<file path="src/rtl/mb_alu_seq.sv">
// Byte-serial 32-bit ADD/SUB/CMP/AND sequencer that drives an external 8-bit ALU.
// Carries between bytes are applied as a separate INC/DEC pass (FIX), because the ALU has no carry-in.
module mb_alu_seq (
    input  logic        clk,
    input  logic        reset_n,
    input  logic        start,
    input  logic [1:0]  op,
    input  logic [1:0]  len,
    input  logic [31:0] a,
    input  logic [31:0] b,
    output logic        ready,
    output logic        done,
    output logic [31:0] result,
    output logic        c_out,
    output logic        z_out,
    output logic        s_out,
    output logic [7:0]  alu_a,
    output logic [7:0]  alu_b,
    output logic [3:0]  alu_op,
    input  logic [7:0]  alu_result,
    input  logic        alu_c
);
    typedef enum logic [1:0] {S_IDLE, S_BYTE, S_FIX, S_DONE} state_t;

    localparam logic [1:0] OP_ADD = 2'b00, OP_SUB = 2'b01, OP_CMP = 2'b10, OP_AND = 2'b11;
    localparam logic [3:0] ALU_ADD = 4'b0000, ALU_SUB = 4'b0001, ALU_AND = 4'b0100,
                           ALU_INC = 4'b1000, ALU_DEC = 4'b1001;

    state_t      state_q;
    logic [1:0]  op_q, len_q, i_q;
    logic [31:0] a_q, b_q, acc_q;
    logic [7:0]  tmp_q;
    logic        pc_q, cy_q, zacc_q;
    logic        ready_q, done_q, c_q, z_q, s_q;

    logic [7:0]  a_byte, b_byte, res_byte;
    logic        need_fix, complete, bcarry, zacc_d, last;

    assign a_byte = a_q[{i_q, 3'b000} +: 8];
    assign b_byte = b_q[{i_q, 3'b000} +: 8];

    always_comb begin
        alu_a  = 8'h00;
        alu_b  = 8'h00;
        alu_op = ALU_ADD;
        case (state_q)
            S_BYTE: begin
                alu_a  = a_byte;
                alu_b  = b_byte;
                alu_op = (op_q == OP_AND) ? ALU_AND : (op_q == OP_ADD) ? ALU_ADD : ALU_SUB;
            end
            S_FIX: begin
                alu_b  = tmp_q;
                alu_op = (op_q == OP_ADD) ? ALU_INC : ALU_DEC;
            end
            default: ;
        endcase
    end

    // A pending carry/borrow from the previous byte forces a FIX pass on this byte.
    assign need_fix = (state_q == S_BYTE) && (op_q != OP_AND) && cy_q;
    assign complete = ((state_q == S_BYTE) && !need_fix) || (state_q == S_FIX);
    assign bcarry   = (state_q == S_FIX) ? (pc_q | alu_c) : ((op_q != OP_AND) && alu_c);
    assign zacc_d   = zacc_q & (alu_result == 8'h00);
    assign last     = (i_q == len_q);
    assign res_byte = (op_q == OP_CMP) ? a_byte : alu_result;

    always_ff @(posedge clk or negedge reset_n) begin
        if (!reset_n) begin
            state_q <= S_IDLE;
            op_q    <= 2'b00;
            len_q   <= 2'b00;
            i_q     <= 2'b00;
            a_q     <= 32'h0;
            b_q     <= 32'h0;
            acc_q   <= 32'h0;
            tmp_q   <= 8'h00;
            pc_q    <= 1'b0;
            cy_q    <= 1'b0;
            zacc_q  <= 1'b1;
            ready_q <= 1'b1;
            done_q  <= 1'b0;
            c_q     <= 1'b0;
            z_q     <= 1'b0;
            s_q     <= 1'b0;
        end else begin
            done_q <= 1'b0;
            case (state_q)
                S_IDLE: if (start) begin
                    op_q    <= op;
                    len_q   <= len;
                    a_q     <= a;
                    b_q     <= b;
                    i_q     <= 2'b00;
                    cy_q    <= 1'b0;
                    zacc_q  <= 1'b1;
                    acc_q   <= 32'h0;
                    ready_q <= 1'b0;
                    state_q <= S_BYTE;
                end
                S_BYTE: begin
                    tmp_q <= alu_result;
                    pc_q  <= alu_c;
                    if (need_fix) state_q <= S_FIX;
                end
                S_DONE: begin
                    ready_q <= 1'b1;
                    state_q <= S_IDLE;
                end
                default: ;
            endcase
            if (complete) begin
                cy_q   <= bcarry;
                zacc_q <= zacc_d;
                acc_q[{i_q, 3'b000} +: 8] <= res_byte;
                if (last) begin
                    done_q  <= 1'b1;
                    c_q     <= bcarry;
                    z_q     <= zacc_d;
                    s_q     <= alu_result[7];
                    state_q <= S_DONE;
                end else begin
                    i_q     <= i_q + 2'd1;
                    state_q <= S_BYTE;
                end
            end
        end
    end

    assign ready  = ready_q;
    assign done   = done_q;
    assign result = acc_q;
    assign c_out  = c_q;
    assign z_out  = z_q;
    assign s_out  = s_q;
endmodule

</file>
<file path="config.mk">
export PLATFORM = sky130hd
export DESIGN_NAME = mb_alu_seq
export DESIGN_NICKNAME = d
export VERILOG_FILES = /design/src/rtl/mb_alu_seq.sv
export SDC_FILE = /design/constraint.sdc
export NUM_CORES = 1
export LEC_CHECK = 0
export CORE_MARGIN = 4
export CORE_UTILIZATION = 45
export CTS_BUF_LIST = sky130_fd_sc_hd__clkbuf_8 sky130_fd_sc_hd__clkbuf_16
export DETAILED_ROUTE_END_ITERATION = 10
export GPL_TIMING_DRIVEN = 1
export PLACE_DENSITY = 0.77
export SLEW_MARGIN = 20
export SYNTH_ARGS = -nofsm -noshare
export SYNTH_HDL_FRONTEND = slang
export SYNTH_SLANG_ARGS = --single-unit
</file>
<file path="constraint.sdc">
create_clock -name clk -period 1.9 [get_ports clk]
set_input_delay 0.57 -clock clk [delete_from_list [all_inputs] [get_ports clk]]
set_output_delay 0.57 -clock clk [all_outputs]
set_load 0.01 [all_outputs]
</file>
==> flow_metrics.py <==
metrics = {
    "status": {
        "outcome": "finished, violations left",
        "violations": "setup timing",
    },
    "clock_network": {
        "clkTransAtPathRegs_ns": 0.06,
        "cts_sinks": 120,
        "tritoncts": "built",
        "cts.path.max_buffers": 2,
        "clk_latency_ns": 0.42,
        "cts-root-buf": "clkbuf_16",
        "cts_hold_buf": 0,
        "cts_buffers": 17,
        "htreeDepth": 4,
    },
    "sta": {
        "grt_setup_unrepaired": "true",
        "finalSetupViolCount": 37,
        "fin_crit_sh_pct": 132.4,
        "final.setup.tns_ns": -10.37,
        "relSlewSlack_pct": 61.67,
        "worst_pin_slew_ns": 0.5750,
        "max_freq_ghz": 0.3976,
        "finalHoldViolCount": 0,
        "drv_slew": 0,
        "setup_ws_ns": -0.6154,
        "finClkSkew_ns": 0.009713,
        "period_minus_slack_ns": 2.515,
    },
    "floorplanning": {
        "dieArea_um2": 14160,
        "die_y_um": 119.0,
        "die_w_um": 119.0,
        "start_util_pct": 46.16,
        "rows": 40,
        "core_area_um2": 12010,
        "ioPinCount": 137,
    },
    "grt": {
        "track_usage_pct": 23.50,
        "grt_use_met2_pct": 38.61,
        "grt_pass1_wl_mm": 26.39,
        "grt-ovfl-total": 0,
        "grt.met3_usage_pct": 4.653,
        "grt_pass1_vias": 4998,
        "top_usage_layer": "met2",
        "antenna_found_initial": 1,
        "met1_usage_pct": 30.06,
        "grt_max_degree": 75,
    },
    "route": {
        "via_count": 4717,
        "route.detailed.drc": 0,
        "dr.pass1.iters": 5,
        "drtAntennaViolNets": 0,
        "routedWlPerCell_um": 19.69,
        "viasPerCell": 5.416,
        "dr.first_iter.drc_count": 436,
        "wl_mm": 17.15,
    },
    "logic_synthesis": {
        "async_flop_share_pct": 100.0,
        "muxShareOfSynthArea_pct": 11.67,
        "synth_top_cells_by_area": "dfrtp_1 53%, nand2_1 14%, mux4_2 6.5%, o2bb2ai_1 5.1%, ha_1 3.2%",
        "synth_nets": 610,
        "syn_inst": 516,
        "ys_seq_area_share_pct": 54.21,
        "synth_xor_area_share_pct": 0.3160,
        "yosys_warnings": 0,
        "synth_cell_types": 40,
        "synth_top_area_cell": "dfrtp_1",
        "syn_area_um2": 5544,
        "synth_top_area_share_pct": 53.26,
        "synth_top_family_by_area": "simple AND/OR/NAND/NOR gates",
        "synth_edf_count": 0,
        "synthAdderAreaFrac_pct": 3.160,
        "syn_avg_cell_area_um2": 10.74,
        "yosys_register_bits": 120,
        "yosys_most_used_dff": "dfrtp_1",
        "synth_compound_area_share_pct": 8.779,
        "synth-simple-area-share_pct": 17.99,
    },
    "setup_path": {
        "path_max_fanout": 3,
        "crit_arrival_ns": 1.95,
        "slowest_stage": "mux4_2",
        "ff2ff_path_depth": 9,
        "crit_family": "multiplexers",
        "slowest_delay_ns": 0.51,
        "crit_type": "reg2out",
        "worst-path-buf-inv": 4,
        "endpoint_kind": "output port",
        "crit_top_cell": "buf_6",
        "reg2reg_from": "i_q[0]",
        "r2r_slack_ns": -0.14,
        "worstPathRequired_ns": 1.33,
        "worst_setup_path_start_kind": "register",
        "cp_cell_sequence": "buf_6 > buf_6 > buf_6 > mux4_2 > and2_4 > buf_6",
        "reg2reg_to": "result[22]",
        "worst-path-stages": 6,
    },
    "finish": {
        "fin_nets": 804,
        "layout-drive-gt1-share_pct": 32.37,
        "utilization_pct": 72.18,
        "finalInstanceArea_um2": 8670,
        "area_delta_synth_final_pct": 56.38,
    },
    "pwr": {
        "p_int_mw": 9.975,
        "peakVddDrop_v": 0.0007732,
        "combPwrFrac_pct": 50.6,
        "p_total_mw": 15.77,
        "power_leakage_nw": 4.300,
        "power.share.switching_pct": 36.74,
        "p_clk_share_pct": 20.9,
        "pwr-share-seq_pct": 28.5,
        "cellPowerDensity_nw_per_um2": 1819,
        "netSwitchingPower_mw": 5.792,
    },
    "placed_design": {
        "port_buffers": 135,
        "gp_congestion": 0.8886,
        "placed_cell_area_um2": 7372,
        "pre_cts_ws_ns": -0.4867,
        "dp.final_hpwl_mm": 11.26,
    },
    "run": {
        "maxCapViolations": 0,
    },
    "min_path": {
        "min_path_type": "in2async",
    },
}
how the worst max path moves through the flow:
stage | start | end | slack [ns]
after floorplan | i_q[0] | alu_b[0] | -0.07
after global placement | i_q[0] | alu_b[1] | -0.45
after detailed placement | i_q[0] | alu_b[1] | -0.49
after CTS | i_q[0] | alu_b[7] | -0.61
after global routing | i_q[0] | alu_a[1] | -0.65
final | i_q[0] | alu_a[1] | -0.62
state kept, by name, summed over array words and instances, names as in the netlist:
| register | flops |
|---|---|
| done | 1 |
| i_q | 2 |
| result | 32 |
| cy_q | 1 |
| pc_q | 1 |
| c_out | 1 |
| tmp_q | 8 |
| a_q | 32 |
| len_q | 2 |
| state_q | 2 |
| op_q | 2 |
| ready | 1 |
| s_out | 1 |
| z_out | 1 |
| b_q | 32 |
| zacc_q | 1 |
stage by stage:
| step | hold slack [ns] | cells |
|---|---|---|
| after floorplan | 0.2744 | 516 |
| after global placement | 0.4548 | 814 |
| after detailed placement | 0.4631 | 814 |
| after CTS | 0.1988 | 865 |
| after global routing | 0.2197 | 871 |
| final | 0.1501 | 871 |
cells by family (layout without fill, tap and decap cells):
logic type	after synthesis	after routing
simple gates	242	242
flops	120	120
compound gates	59	59
buf+inv	41	248
mux	37	37
fa+ha+maj	14	14
xor+xnor	2	2
other cells	1	2
area by class of cell:
type	count	area (um^2)
inverters	9	38.79
repair buffers	207	2087
well taps	147	183.9
flip-flops and latches	120	3007
clock buffers	17	425.4
clock inverters	15	177.7
diodes	1	2.502
fillers	750	3342
multi-input cells	355	2748
cells in the mapped netlist, types with 2 or more instances:
| library cell | count |
|---|---|
| and2_1 | 10 |
| or3_1 | 2 |
| nand2_1 | 208 |
| a21oi_1 | 3 |
| mux2i_4 | 5 |
| dfrtp_1 | 118 |
| nor3_1 | 2 |
| o21ai_0 | 8 |
| a32o_1 | 7 |
| nand3_1 | 5 |
| clkbuf_1 | 15 |
| ha_1 | 14 |
| o2bb2ai_1 | 32 |
| dfstp_2 | 2 |
| nor2_1 | 4 |
| mux4_2 | 16 |
| mux2_2 | 11 |
| xor2_1 | 2 |
| nand3b_1 | 2 |
| a21oi_2 | 4 |
| mux2i_1 | 5 |
| buf_2 | 12 |
| buf_6 | 3 |
| inv_1 | 9 |
| o31ai_1 | 2 |
cells in the final DEF (no fill, tap or decap), types with 5 or more instances in the layout:
cell	count
buf_4	44
dlymetal6s2s_1	11
buf_12	8
mux2i_4	5
inv_1	7
clkdlybuf4s50_1	82
a32o_2	7
clkbuf_16	17
mux4_2	16
o2bb2ai_2	24
dfrtp_1	117
o21ai_0	8
nand2_1	204
buf_6	36
and2_4	8
mux2_2	11
dlygate4sd2_1	22
ha_1	7
ha_4	7
metal layers:
| layer | up-vias | part of all wire (%) | wire (um) |
|---|---|---|---|
| met5 | - | 0 | 0 |
| met4 | 0 | 4.2 | 723 |
| met3 | 45 | 5.1 | 881 |
| met2 | 209 | 50 | 8512 |
| met1 | 2334 | 41 | 7036 |
| li1 | 2129 | - | - |
what timing repair did:
item / in CTS / in global routing
pin swaps: 20 / 25
resized for setup: 164 / 62
gates cloned: 2 / 0
endpoints found under the setup margin: 64 / 64
setup buffers: 17 / 14
power by group through the flow:
| stage | Sequential [mW] | Clock [mW] | Combinational [mW] |
|---|---|---|---|
| 2_1_floorplan | 4.31 | 0 | 3.62 |
| 3_3_place_gp | 4.38 | 0 | 6.17 |
| 3_5_place_dp | 4.41 | 0 | 6.38 |
| 4_1_cts | 4.41 | 3.29 | 7.25 |
| 5_1_grt | 4.59 | 3.42 | 8.49 |
| 6_report | 4.49 | 3.30 | 7.98 |
Note: power is estimated with default switching activity, not from simulation.
